**src/rtl/prog_mem.sv**
```systemverilog
// Program memory with a run-mode registered read port and a streaming load port.
// Handshake: a load word transfers on a rising edge where ld_valid && ld_ready and neither ld_abort nor ld_start is high.
module prog_mem #(
  parameter int ADDR_W = 4,
  parameter int DATA_W = 8
) (
  input  logic              clk,
  input  logic              n_reset,
  input  logic [ADDR_W-1:0] adr,
  output logic [DATA_W-1:0] dout,
  input  logic              ld_start,
  input  logic              ld_abort,
  input  logic              ld_valid,
  input  logic [DATA_W-1:0] ld_data,
  output logic              ld_ready,
  output logic              ld_done,
  output logic              busy,
  output logic [DATA_W-1:0] ld_sum,
  output logic              state_dbg
);

  localparam int DEPTH = 2 ** ADDR_W;

  typedef enum logic {RUN = 1'b0, LOAD = 1'b1} state_t;

  state_t            state, state_nxt;
  logic [ADDR_W-1:0] wptr, wptr_nxt;
  logic [DATA_W-1:0] sum_nxt;
  logic              done_nxt;
  logic              we;
  logic [DATA_W-1:0] mem [DEPTH];

  assign busy      = (state == LOAD);
  assign ld_ready  = (state == LOAD);
  assign state_dbg = (state == LOAD);

  always_comb begin
    state_nxt = state;
    wptr_nxt  = wptr;
    sum_nxt   = ld_sum;
    done_nxt  = 1'b0;
    we        = 1'b0;
    case (state)
      RUN: begin
        // Abort alongside start keeps the block in RUN.
        if (ld_start && !ld_abort) begin
          state_nxt = LOAD;
          wptr_nxt  = '0;
          sum_nxt   = '0;
        end
      end
      LOAD: begin
        if (ld_abort) begin
          state_nxt = RUN;
        end else if (ld_start) begin
          wptr_nxt = '0;
          sum_nxt  = '0;
        end else if (ld_valid) begin
          we       = 1'b1;
          wptr_nxt = wptr + ADDR_W'(1);
          sum_nxt  = ld_sum + ld_data;
          if (wptr == ADDR_W'(DEPTH - 1)) begin
            state_nxt = RUN;
            done_nxt  = 1'b1;
          end
        end
      end
      default: state_nxt = RUN;
    endcase
  end

  always_ff @(posedge clk or negedge n_reset) begin
    if (!n_reset) begin
      state   <= RUN;
      wptr    <= '0;
      ld_sum  <= '0;
      ld_done <= 1'b0;
    end else begin
      state   <= state_nxt;
      wptr    <= wptr_nxt;
      ld_sum  <= sum_nxt;
      ld_done <= done_nxt;
    end
  end

  // Memory is flop-based so reset can clear every word at once.
  always_ff @(posedge clk or negedge n_reset) begin
    if (!n_reset) begin
      for (int i = 0; i < DEPTH; i++) mem[i] <= '0;
    end else if (we) begin
      mem[wptr] <= ld_data;
    end
  end

  always_ff @(posedge clk or negedge n_reset) begin
    if (!n_reset) begin
      dout <= '0;
    end else if (state == LOAD) begin
      dout <= '0;
    end else begin
      dout <= mem[adr];
    end
  end

endmodule
```
**config.mk**
```make
export PLATFORM = sky130hd
export DESIGN_NAME = prog_mem
export DESIGN_NICKNAME = d
export VERILOG_FILES = /design/src/rtl/prog_mem.sv
export SDC_FILE = /design/constraint.sdc
export NUM_CORES = 1
export LEC_CHECK = 0
export BUFFER_PORTS_ARGS = -buffer_cell sky130_fd_sc_hd__buf_4
export CAP_MARGIN = 20
export CORE_MARGIN = 1
export CORE_UTILIZATION = 50
export CTS_CLUSTER_SIZE = 24
export DETAILED_ROUTE_END_ITERATION = 10
export PLACE_DENSITY = 0.67
export SYNTH_ARGS = -nofsm -noshare
export SYNTH_HDL_FRONTEND = slang
export SYNTH_SLANG_ARGS = --single-unit
```
**constraint.sdc**
```tcl
create_clock -name clk -period 2.74 [get_ports clk]
set_input_delay 0 -clock clk [delete_from_list [all_inputs] [get_ports clk]]
set_output_delay 0 -clock clk [all_outputs]
set_load 0.005 [all_outputs]
```
==> results of run 1 <==
==> registers in the layout, summed over array words and instances (netlist names) <==
| signal | flops |
|---|---|
| mem | 128 |
| wptr | 4 |
| busy | 1 |
| ld_sum | 8 |
| dout | 8 |
| ld_done | 1 |
==> through the flow <==
stage | instance area (µm²) | setup WS (ps) | total power, mW | hold slack, ps | util, %
after floorplan | 7033 | 916.8 | 2.565 | -295.6 | -
after global routing | 8184 | 341.0 | 5.346 | 40.21 | 60.60
after global placement | 7447 | 633.1 | 2.717 | 64.18 | 55.14
after detailed placement | 7447 | 492.3 | 2.729 | 76.41 | 55.14
final | 8184 | 479.7 | 5.175 | 26.24 | 60.60
after CTS | 8184 | 473.6 | 5.212 | 2.806 | 60.60
==> power by group through the flow <==
stage | Combinational [mW] | Sequential, mW | Clock, mW
finish | 0.371 | 2.32 | 2.48
global route | 0.409 | 2.33 | 2.61
CTS | 0.379 | 2.32 | 2.51
detailed placement | 0.366 | 2.36 | 0
global placement | 0.356 | 2.36 | 0
floorplan | 0.218 | 2.35 | 0
==> cell type report <==
| cell class | instances | area, µm² | share of cell area, % |
|---|---|---|---|
| repair buffers | 57 | 459.2 | 5.611 |
| inverters | 4 | 15.01 | 0.1835 |
| clock buffers | 24 | 481.7 | 5.886 |
| flip-flops and latches | 150 | 3754 | 45.86 |
| well taps | 176 | 220.2 | 2.691 |
| multi-input cells | 273 | 3109 | 37.99 |
| clock inverters | 8 | 145.1 | 1.773 |
==> worst max-delay path: cells and delay by family, from the launching register on <==
family                 cells  cell delay (ps)
flip-flops                 1              480
buffers and inverters      1              310
multiplexers               1              400
AND/OR/NAND/NOR            4              950
==> layer usage <==
layer | GRT usage, % | vias up | wire, µm
met1 | 32.69 | 2143 | 7184
met2 | 39.04 | 69 | 7693
li1 | - | 1803 | -
met5 | 0 | - | 0
met4 | 7.407 | 0 | 199
met3 | 4.434 | 17 | 395
==> cells in the mapped netlist (all sizes together) <==
library cell	instances
a211oi	3
a21boi	1
a21o	2
a21oi	4
a22o	3
and2	1
buf	16
clkbuf	12
dfrtp	150
fa	1
ha	11
inv	4
mux2	128
mux2i	16
mux4	32
nand2	10
nand2b	2
nand3	11
nand4	5
nor2	7
nor2b	4
o21a	1
o21ai	10
o22ai	10
o31ai	2
or2	2
or4	1
xnor2	2
xor2	4
==> final timing paths <==
kind                            start  endpoint  slack [ps]  depth (start not counted)
setup / recovery                 busy   mem[23]         480                          6
hold / removal             ld_data[1]   mem[97]          30                          2
setup reg to reg                 busy   mem[23]         480                          6
hold reg to reg               mem[59]   mem[59]         500                          1
max in group asynchronous     n_reset    mem[6]        1590                          3
min in group asynchronous     n_reset   mem[81]         170                          2
==> kinds of logic after synthesis <==
group           share of synthesized area (%)
mux                                     33.45
simple gates                            4.554
compound gates                          3.220
xor+xnor                               0.7472
fa+ha+maj                               2.242
buf+inv                                 2.419
flops                                   53.37
==> what timing repair did <==
action,CTS,global route
endpoints found under the setup margin,0,0
hold buffers,11,0
endpoints found under the hold margin,166,0
==> results.tsv, run 1 <==
metric	value	unit
status	completed	
clk_pin_slew	60	ps
die_w	120.6	µm
dp_hpwl	9960	µm
num_vias	4032	
p_sw_share	21.84	%
end_kind	flip-flop	
ys_types	39	
drc	0	
crit_slowest_cell	dfrtp_1	
max_slew.worst_pin.slew	715.3	ps
ys_seq_elements	150	
drt_pass1_iterations	4	
crit_fanout	12	
gp_congestion	0.8149	
leakage	4.010	nW
setup_viol	0	
finalNonFillerCells	692	
dp.cells	649	
port_buffers	36	
final_antenna_net_count	0	
setup-tns-final	0	ps
switchingPower	1.130	mW
synth_area	7033	µm²
num_antenna_cells	0	
final_cell_mix	dfrtp_1 (150), mux2_2 (118), buf_4 (45)	
internal-power	4.045	mW
insertion_delay	420	ps
clock-skew-final	7.420	ps
worstSetupPathType	reg -> reg	
cts_sinks	150	
critPathLaunchType	flip-flop	
max_stage_delay	480	ps
cts_resized	0	
first_global_vias	4348	
worst_ep_arrival_time	2560	ps
synthCells	455	
cts_tree	done	
drive_gt1_share	48.06	%
post-route-period-util	82.49	%
grt.overflow.total	0	
cts_made_buffers	17	
cp_cell_sequence	nand2b_1 > nor2_2 > and2_1 > buf_4 > nand4_2 > mux2_2	
layout.nets	532	
drt_iter0_markers	268	
grt_antenna_before_repair	0	
grt_setup_unrepaired	no	
area_growth	16.37	%
relSlewSlack	52.31	%
maxCapViolCount	0	
die_h	120.6	µm
max-vdd-ir-drop	0.0004608	V
die_area	14540	µm²
synth_top_area_cell	dfrtp_1	
grt_first_pass_wirelength	25230	µm
comb_power_share	7.2	%
layout_commonest_cell	dfrtp_1	
postCtsSetupBuffers	0	
ctsRootBufferMaster	clkbuf_16	
cts_max_path_buffers	2	
ys_warn_count	0	
grt_max_degree	75	
finalCriticalPeriod	2260	ps
synth.top_cell.area_share	53.37	%
worst_ep_required_time	3040	ps
grtUsageTotal	23.94	%
synth_nets	484	
hold_class	in -> reg	
finalHoldViolations	0	
h-tree-depth	4	
p_clk_share	47.9	%
start_util	52.08	%
maxSlewViolCount	0	
power_density	632.3	nW/µm²
n_fill_cell	1032	
synth_area_leaders	dfrtp_1 (53%), mux2_2 (19%), mux4_2 (10%), mux2i_1 (2.3%), ha_1 (2.0%)	
wl	15470	µm
yosysSeqAreaShare	53.37	%
core_area	13510	µm²
seqPwrFrac	44.9	%
synth_area_per_cell	15.46	µm²
max_freq	442.4	MHz
wl_per_cell	22.36	µm
num_io_pins	37	
row_count	42	
vias_per_cell	5.827	
Power figures use the tool's default switching activity.
==> inputs of run 2 (changes only) <==
==> constraint.sdc (replaced) <==
create_clock -name clk -period 2.1 [get_ports clk]
set_input_delay 0 -clock clk [delete_from_list [all_inputs] [get_ports clk]]
set_output_delay 0 -clock clk [all_outputs]
set_load 0.005 [all_outputs]
==> results.tsv, run 2 (same netlist as run 1, synthesis figures left out) <==
metric	value	unit	change
status	completed		unchanged
wl_met1	6786	µm	was 7184 µm
hold_class	in -> reg		unchanged
hold_path_end	dout[6]		was mem[97]
area_growth	17.06	%	was 16.37%
cts_resized	0		unchanged
finalNonFillerCells	694		was 692
reg_top3	mem: 128 flops, dout: 8 flops, ld_sum: 8 flops		unchanged
relSlewSlack	57.79	%	was 52.31%
layout_commonest_cell	dfrtp_1		unchanged
max_slew.worst_pin.slew	633.1	ps	was 715.3 ps
grt_antenna_before_repair	0		unchanged
first_global_vias	4207		was 4348
top_register	mem		unchanged
r2r_cells	7		was 6
crit_fanout	3		was 12
start_util	52.08	%	unchanged
drc	0		unchanged
wl	14540	µm	was 15470 µm
ctsRootBufferMaster	clkbuf_16		unchanged
cp_cell_sequence	ha_1 > fa_1 > a21o_1 > a211oi_1 > o21ai_0 > xnor2_1 > o21ai_0		was nand2b_1 > nor2_2 > and2_1 > buf_4 > nand4_2 > mux2_2
maxSlewViolCount	0		unchanged
die_h	120.6	µm	unchanged
core_area	13510	µm²	unchanged
setup-tns-final	0	ps	unchanged
setup_viol	0		unchanged
max_freq	515.1	MHz	was 442.4 MHz
cts_made_buffers	17		unchanged
clock-skew-final	7.287	ps	was 7.420 ps
max-vdd-ir-drop	0.0005023	V	was 0.0004608 V
maxCapViolCount	0		unchanged
num_vias	3993		was 4032
die_w	120.6	µm	unchanged
finalCriticalPeriod	1941	ps	was 2260 ps
clk_pin_slew	60	ps	about the same
end_kind	flip-flop		unchanged
row_count	42		unchanged
max_stage_delay	420	ps	was 480 ps
top_layer_used	met4		unchanged
r2r-end	ld_sum[6]		was mem[23]
drive_gt1_share	48.46	%	was 48.06%
power_density	805.3	nW/µm²	was 632.3 nW/µm²
crit_slowest_cell	fa_1		was dfrtp_1
worstSetupPathType	reg -> reg		unchanged
final_cell_mix	dfrtp_1 (150), mux2_2 (118), buf_4 (42)		was dfrtp_1 (150), mux2_2 (118), buf_4 (45)
hold_start	adr[1]		was ld_data[1]
insertion_delay	420	ps	about the same
drt_iter0_markers	214		was 268
die_area	14540	µm²	unchanged
reg2reg_slack	160	ps	was 480 ps
num_antenna_cells	0		unchanged
cts_max_path_buffers	2		unchanged
post-route-period-util	92.44	%	was 82.49%
dp_hpwl	9554	µm	was 9960 µm
cts_tree	done		unchanged
grt_first_pass_wirelength	23750	µm	was 25230 µm
postCtsSetupBuffers	0		unchanged
gp_congestion	0.7956		was 0.8149
grtUsageTotal	22.23	%	was 23.94%
leakage	4.021	nW	was 4.010 nW
grt_max_degree	65		was 75
critPathLaunchType	flip-flop		unchanged
dr_wl_met2	7092	µm	was 7693 µm
layout.nets	534		was 532
dr_wl_met3	444	µm	was 395 µm
dp.cells	650		was 649
num_io_pins	37		unchanged
worst_ep_arrival_time	2240	ps	was 2560 ps
wl_per_cell	20.94	µm	was 22.36 µm
port_buffers	36		unchanged
final_antenna_net_count	0		unchanged
finalHoldViolations	0		unchanged
regToRegStartpoint	ld_sum[0]		was busy
grt_setup_unrepaired	no		unchanged
worst_ep_required_time	2390	ps	was 3040 ps
h-tree-depth	4		unchanged
cp_common_cell	o21ai_0		
cts_sinks	150		unchanged
largest_register_ffs	128		unchanged
vias_per_cell	5.754		was 5.827
hold_depth	3		was 2
grt.overflow.total	0		unchanged
drt_pass1_iterations	4		unchanged
[run 2: cell count changes in the layout (fill, tap and decap cells not counted), sizes merged]
cell         change
clkbuf           -3
bufinv           -1
inv              +1
buf              +1
clkinv           +1
dlygate4sd3      +1
clkinvlp         +2
[run 2: layer usage]
layer  GRT usage, %  up-vias
met5              0        -
met3          4.670       14
met4          7.562        0
li1               -     1802
met1          30.96     2112
met2          34.81       65
[run 2: layout make-up]
class                      count  area (µm²)
timing repair buffer          59       526.8
inverter                       4       15.01
tap                          176       220.2
sequential                   150        3754
multi-input combinational    273        3109
fill                        1017        5273
clock inverter                11       147.6
clock buffer                  21       460.4
[run 2: how the worst max path moves through the flow]
stage          startpoint        end  cells past startpoint
6_report        ld_sum[0]  ld_sum[6]                      7
3_5_place_dp    ld_sum[0]  ld_sum[6]                      7
5_1_grt         ld_sum[0]  ld_sum[6]                      7
4_1_cts         ld_sum[0]  ld_sum[6]                      7
3_3_place_gp    ld_sum[0]  ld_sum[6]                      7
2_1_floorplan   ld_sum[0]  ld_sum[6]                      7
[run 2: critical path: cells and delay by family, from the launching register on]
kind            cells  cell delay [ps]
compound gates      4              630
fa+ha+maj           2              650
xor+xnor            1              140
flops               1              400
[run 2: repair_timing]
action	CTS	global route
hold buffers	12	0
setup endpoints to repair	0	0
hold endpoints to repair	178	0
[run 2: report_power, final]
| part | total [mW] | switching, mW | internal, mW |
|---|---|---|---|
| Sequential | 3.02 | 0.0488 | 2.98 |
| Clock | 3.11 | 1.18 | 1.93 |
| Combinational | 0.497 | 0.264 | 0.233 |
[run 2: through the flow]
| step | hold slack [ps] | setup WS [ps] | total power, mW | util, % | area (µm²) |
|---|---|---|---|---|---|
| after detailed placement | 35.81 | 157.5 | 3.561 | 55.57 | 7505 |
| after global routing | 66.93 | 48.89 | 6.854 | 60.96 | 8233 |
| after CTS | 38.18 | 165.4 | 6.684 | 60.96 | 8233 |
| after floorplan | -295.6 | 276.8 | 3.347 | - | 7033 |
| final | 46.81 | 158.8 | 6.630 | 60.96 | 8233 |
| after global placement | 35.98 | 175.8 | 3.548 | 55.57 | 7505 |
==> inputs of run 3 (changes only) <==
--- a/config.mk
+++ b/config.mk
@@ -8,10 +8,9 @@
 export BUFFER_PORTS_ARGS = -buffer_cell sky130_fd_sc_hd__buf_4
 export CAP_MARGIN = 20
 export CORE_MARGIN = 1
-export CORE_UTILIZATION = 50
+export CORE_UTILIZATION = 30
 export CTS_CLUSTER_SIZE = 24
 export DETAILED_ROUTE_END_ITERATION = 10
-export PLACE_DENSITY = 0.67
 export SYNTH_ARGS = -nofsm -noshare
 export SYNTH_HDL_FRONTEND = slang
 export SYNTH_SLANG_ARGS = --single-unit
==> results.tsv, run 3 (same netlist as run 1, synthesis figures left out) <==
metric	value	unit	change
status	completed		unchanged
drt_iter0_markers	203		was 214
largest_register_ffs	128		unchanged
grt.overflow.total	0		unchanged
final_cell_mix	dfrtp_1 (150), mux2_2 (118), buf_4 (45)		was dfrtp_1 (150), mux2_2 (118), buf_4 (42)
worst_ep_arrival_time	2280	ps	was 2240 ps
start_util	30.78	%	was 52.08%
layout_setup_ws	164.6	ps	was 158.8 ps
wl_per_cell	18.67	µm	was 20.94 µm
hold_class	in -> reg		unchanged
dp_worst_setup_slack	156.9	ps	was 157.5 ps
ctsRootBufferMaster	clkbuf_16		unchanged
clock-skew-final	7.311	ps	was 7.287 ps
drc	0		unchanged
finalHoldViolations	0		unchanged
drive_gt1_share	48.75	%	was 48.46%
row_count	55		was 42
final_antenna_net_count	0		unchanged
worst_ep_required_time	2440	ps	was 2390 ps
grt_use_met1	17.90	%	was 30.96%
port_buffers	36		unchanged
core_area	22850	µm²	was 13510 µm²
die_w	155.1	µm	was 120.6 µm
hold_start	ld_data[7]		was adr[1]
max_slew.worst_pin.slew	658.7	ps	was 633.1 ps
cts_tree	done		unchanged
multi_input_area	3109	µm²	unchanged
vias_per_cell	4.761		was 5.754
dp_hpwl	10730	µm	was 9554 µm
cts_max_path_buffers	2		unchanged
met2_usage	23.79	%	was 34.81%
max_freq	516.7	MHz	was 515.1 MHz
leakage	4.047	nW	was 4.021 nW
cts_sinks	150		unchanged
end_kind	flip-flop		unchanged
post-route-period-util	92.16	%	was 92.44%
relSlewSlack	56.09	%	was 57.79%
crit_fanout	3		unchanged
power_density	794.1	nW/µm²	was 805.3 nW/µm²
max-vdd-ir-drop	0.0005959	V	was 0.0005023 V
critPathLaunchType	flip-flop		unchanged
layout_commonest_cell	dfrtp_1		unchanged
num_vias	3961		was 3993
finalCriticalPeriod	1935	ps	was 1941 ps
setup_viol	0		unchanged
num_antenna_cells	0		unchanged
setup-tns-final	0	ps	unchanged
die_h	155.1	µm	was 120.6 µm
worstSetupPathType	reg -> reg		unchanged
fin_util	36.81	%	was 60.96%
maxCapViolCount	0		unchanged
first_global_vias	4458		was 4207
drt_pass1_iterations	4		unchanged
grt_antenna_before_repair	0		unchanged
whs	17.76	ps	was 46.81 ps
h-tree-depth	4		unchanged
cts_made_buffers	17		unchanged
clk_pin_slew	60	ps	about the same
num_io_pins	37		unchanged
grt_setup_unrepaired	no		unchanged
top_register	mem		unchanged
maxSlewViolCount	0		unchanged
grt_use_met3	3.370	%	was 4.670%
insertion_delay	420	ps	about the same
seqCellArea	3754	µm²	unchanged
die_area	24060	µm²	was 14540 µm²
wl	15530	µm	was 14540 µm
layout.nets	535		was 534
n_fill_cell	2236		was 1017
area_growth	19.57	%	was 17.06%
reg_top3	mem: 128 flops, dout: 8 flops, ld_sum: 8 flops		unchanged
grt_busiest_layer	met2		unchanged
grt_max_degree	68		was 65
crit_start	ld_sum[0]		unchanged
regToRegStartpoint	ld_sum[0]		unchanged
grtUsageTotal	14.08	%	was 22.23%
grt_first_pass_wirelength	25450	µm	was 23750 µm
power	6.678	mW	was 6.630 mW
gp_congestion	0.7960		was 0.7956
-- run 3: routing by layer --
metal	vias to the layer above	part of all wire (%)
met3	19	2.6
li1	1806	-
met4	0	1.4
met5	-	0
met2	54	52
met1	2082	44
-- run 3: cell type report --
cell class | instances | share of cell area (%)
well taps | 313 | 4.657
clock buffers | 24 | 5.966
repair buffers | 60 | 6.175
clock inverters | 8 | 1.413
multi-input cells | 273 | 36.97
flip-flops and latches | 150 | 44.64
inverters | 4 | 0.1785
-- run 3: where the power goes --
group          internal (mW)  switching (mW)
Sequential              2.98          0.0486
Combinational          0.231           0.271
Clock                   2.02            1.13
Total                   5.23            1.45
-- run 3: worst max-delay path: stages (launching register included) --
cell      delay [ps]
dfrtp_1          390
ha_1             230
fa_1             420
a21o_1           190
a211oi_1         210
o21ai_0          140
xnor2_1          130
o21ai_0          140
-- run 3: worst paths after layout --
kind	endpoint	slack [ps]	cells past startpoint
worst max-delay path	ld_sum[6]	160	7
worst min-delay path	mem[7]	20	2
worst max register to register	ld_sum[6]	160	7
worst min register to register	mem[73]	500	1
max in group asynchronous	mem[72]	1100	3
min in group asynchronous	mem[116]	170	2
-- run 3: through the flow --
stage	instance area, µm²	cells
after floorplan	7033	455
after detailed placement	7679	789
after CTS	8409	832
after global placement	7679	789
final	8409	832
after global routing	8409	832
-- run 3: what timing repair did --
action / in CTS / in global routing
hold endpoints to repair: 152 / 0
hold buffers: 11 / 0
buffers inserted: 0 / 0
resized for setup: 0 / 0
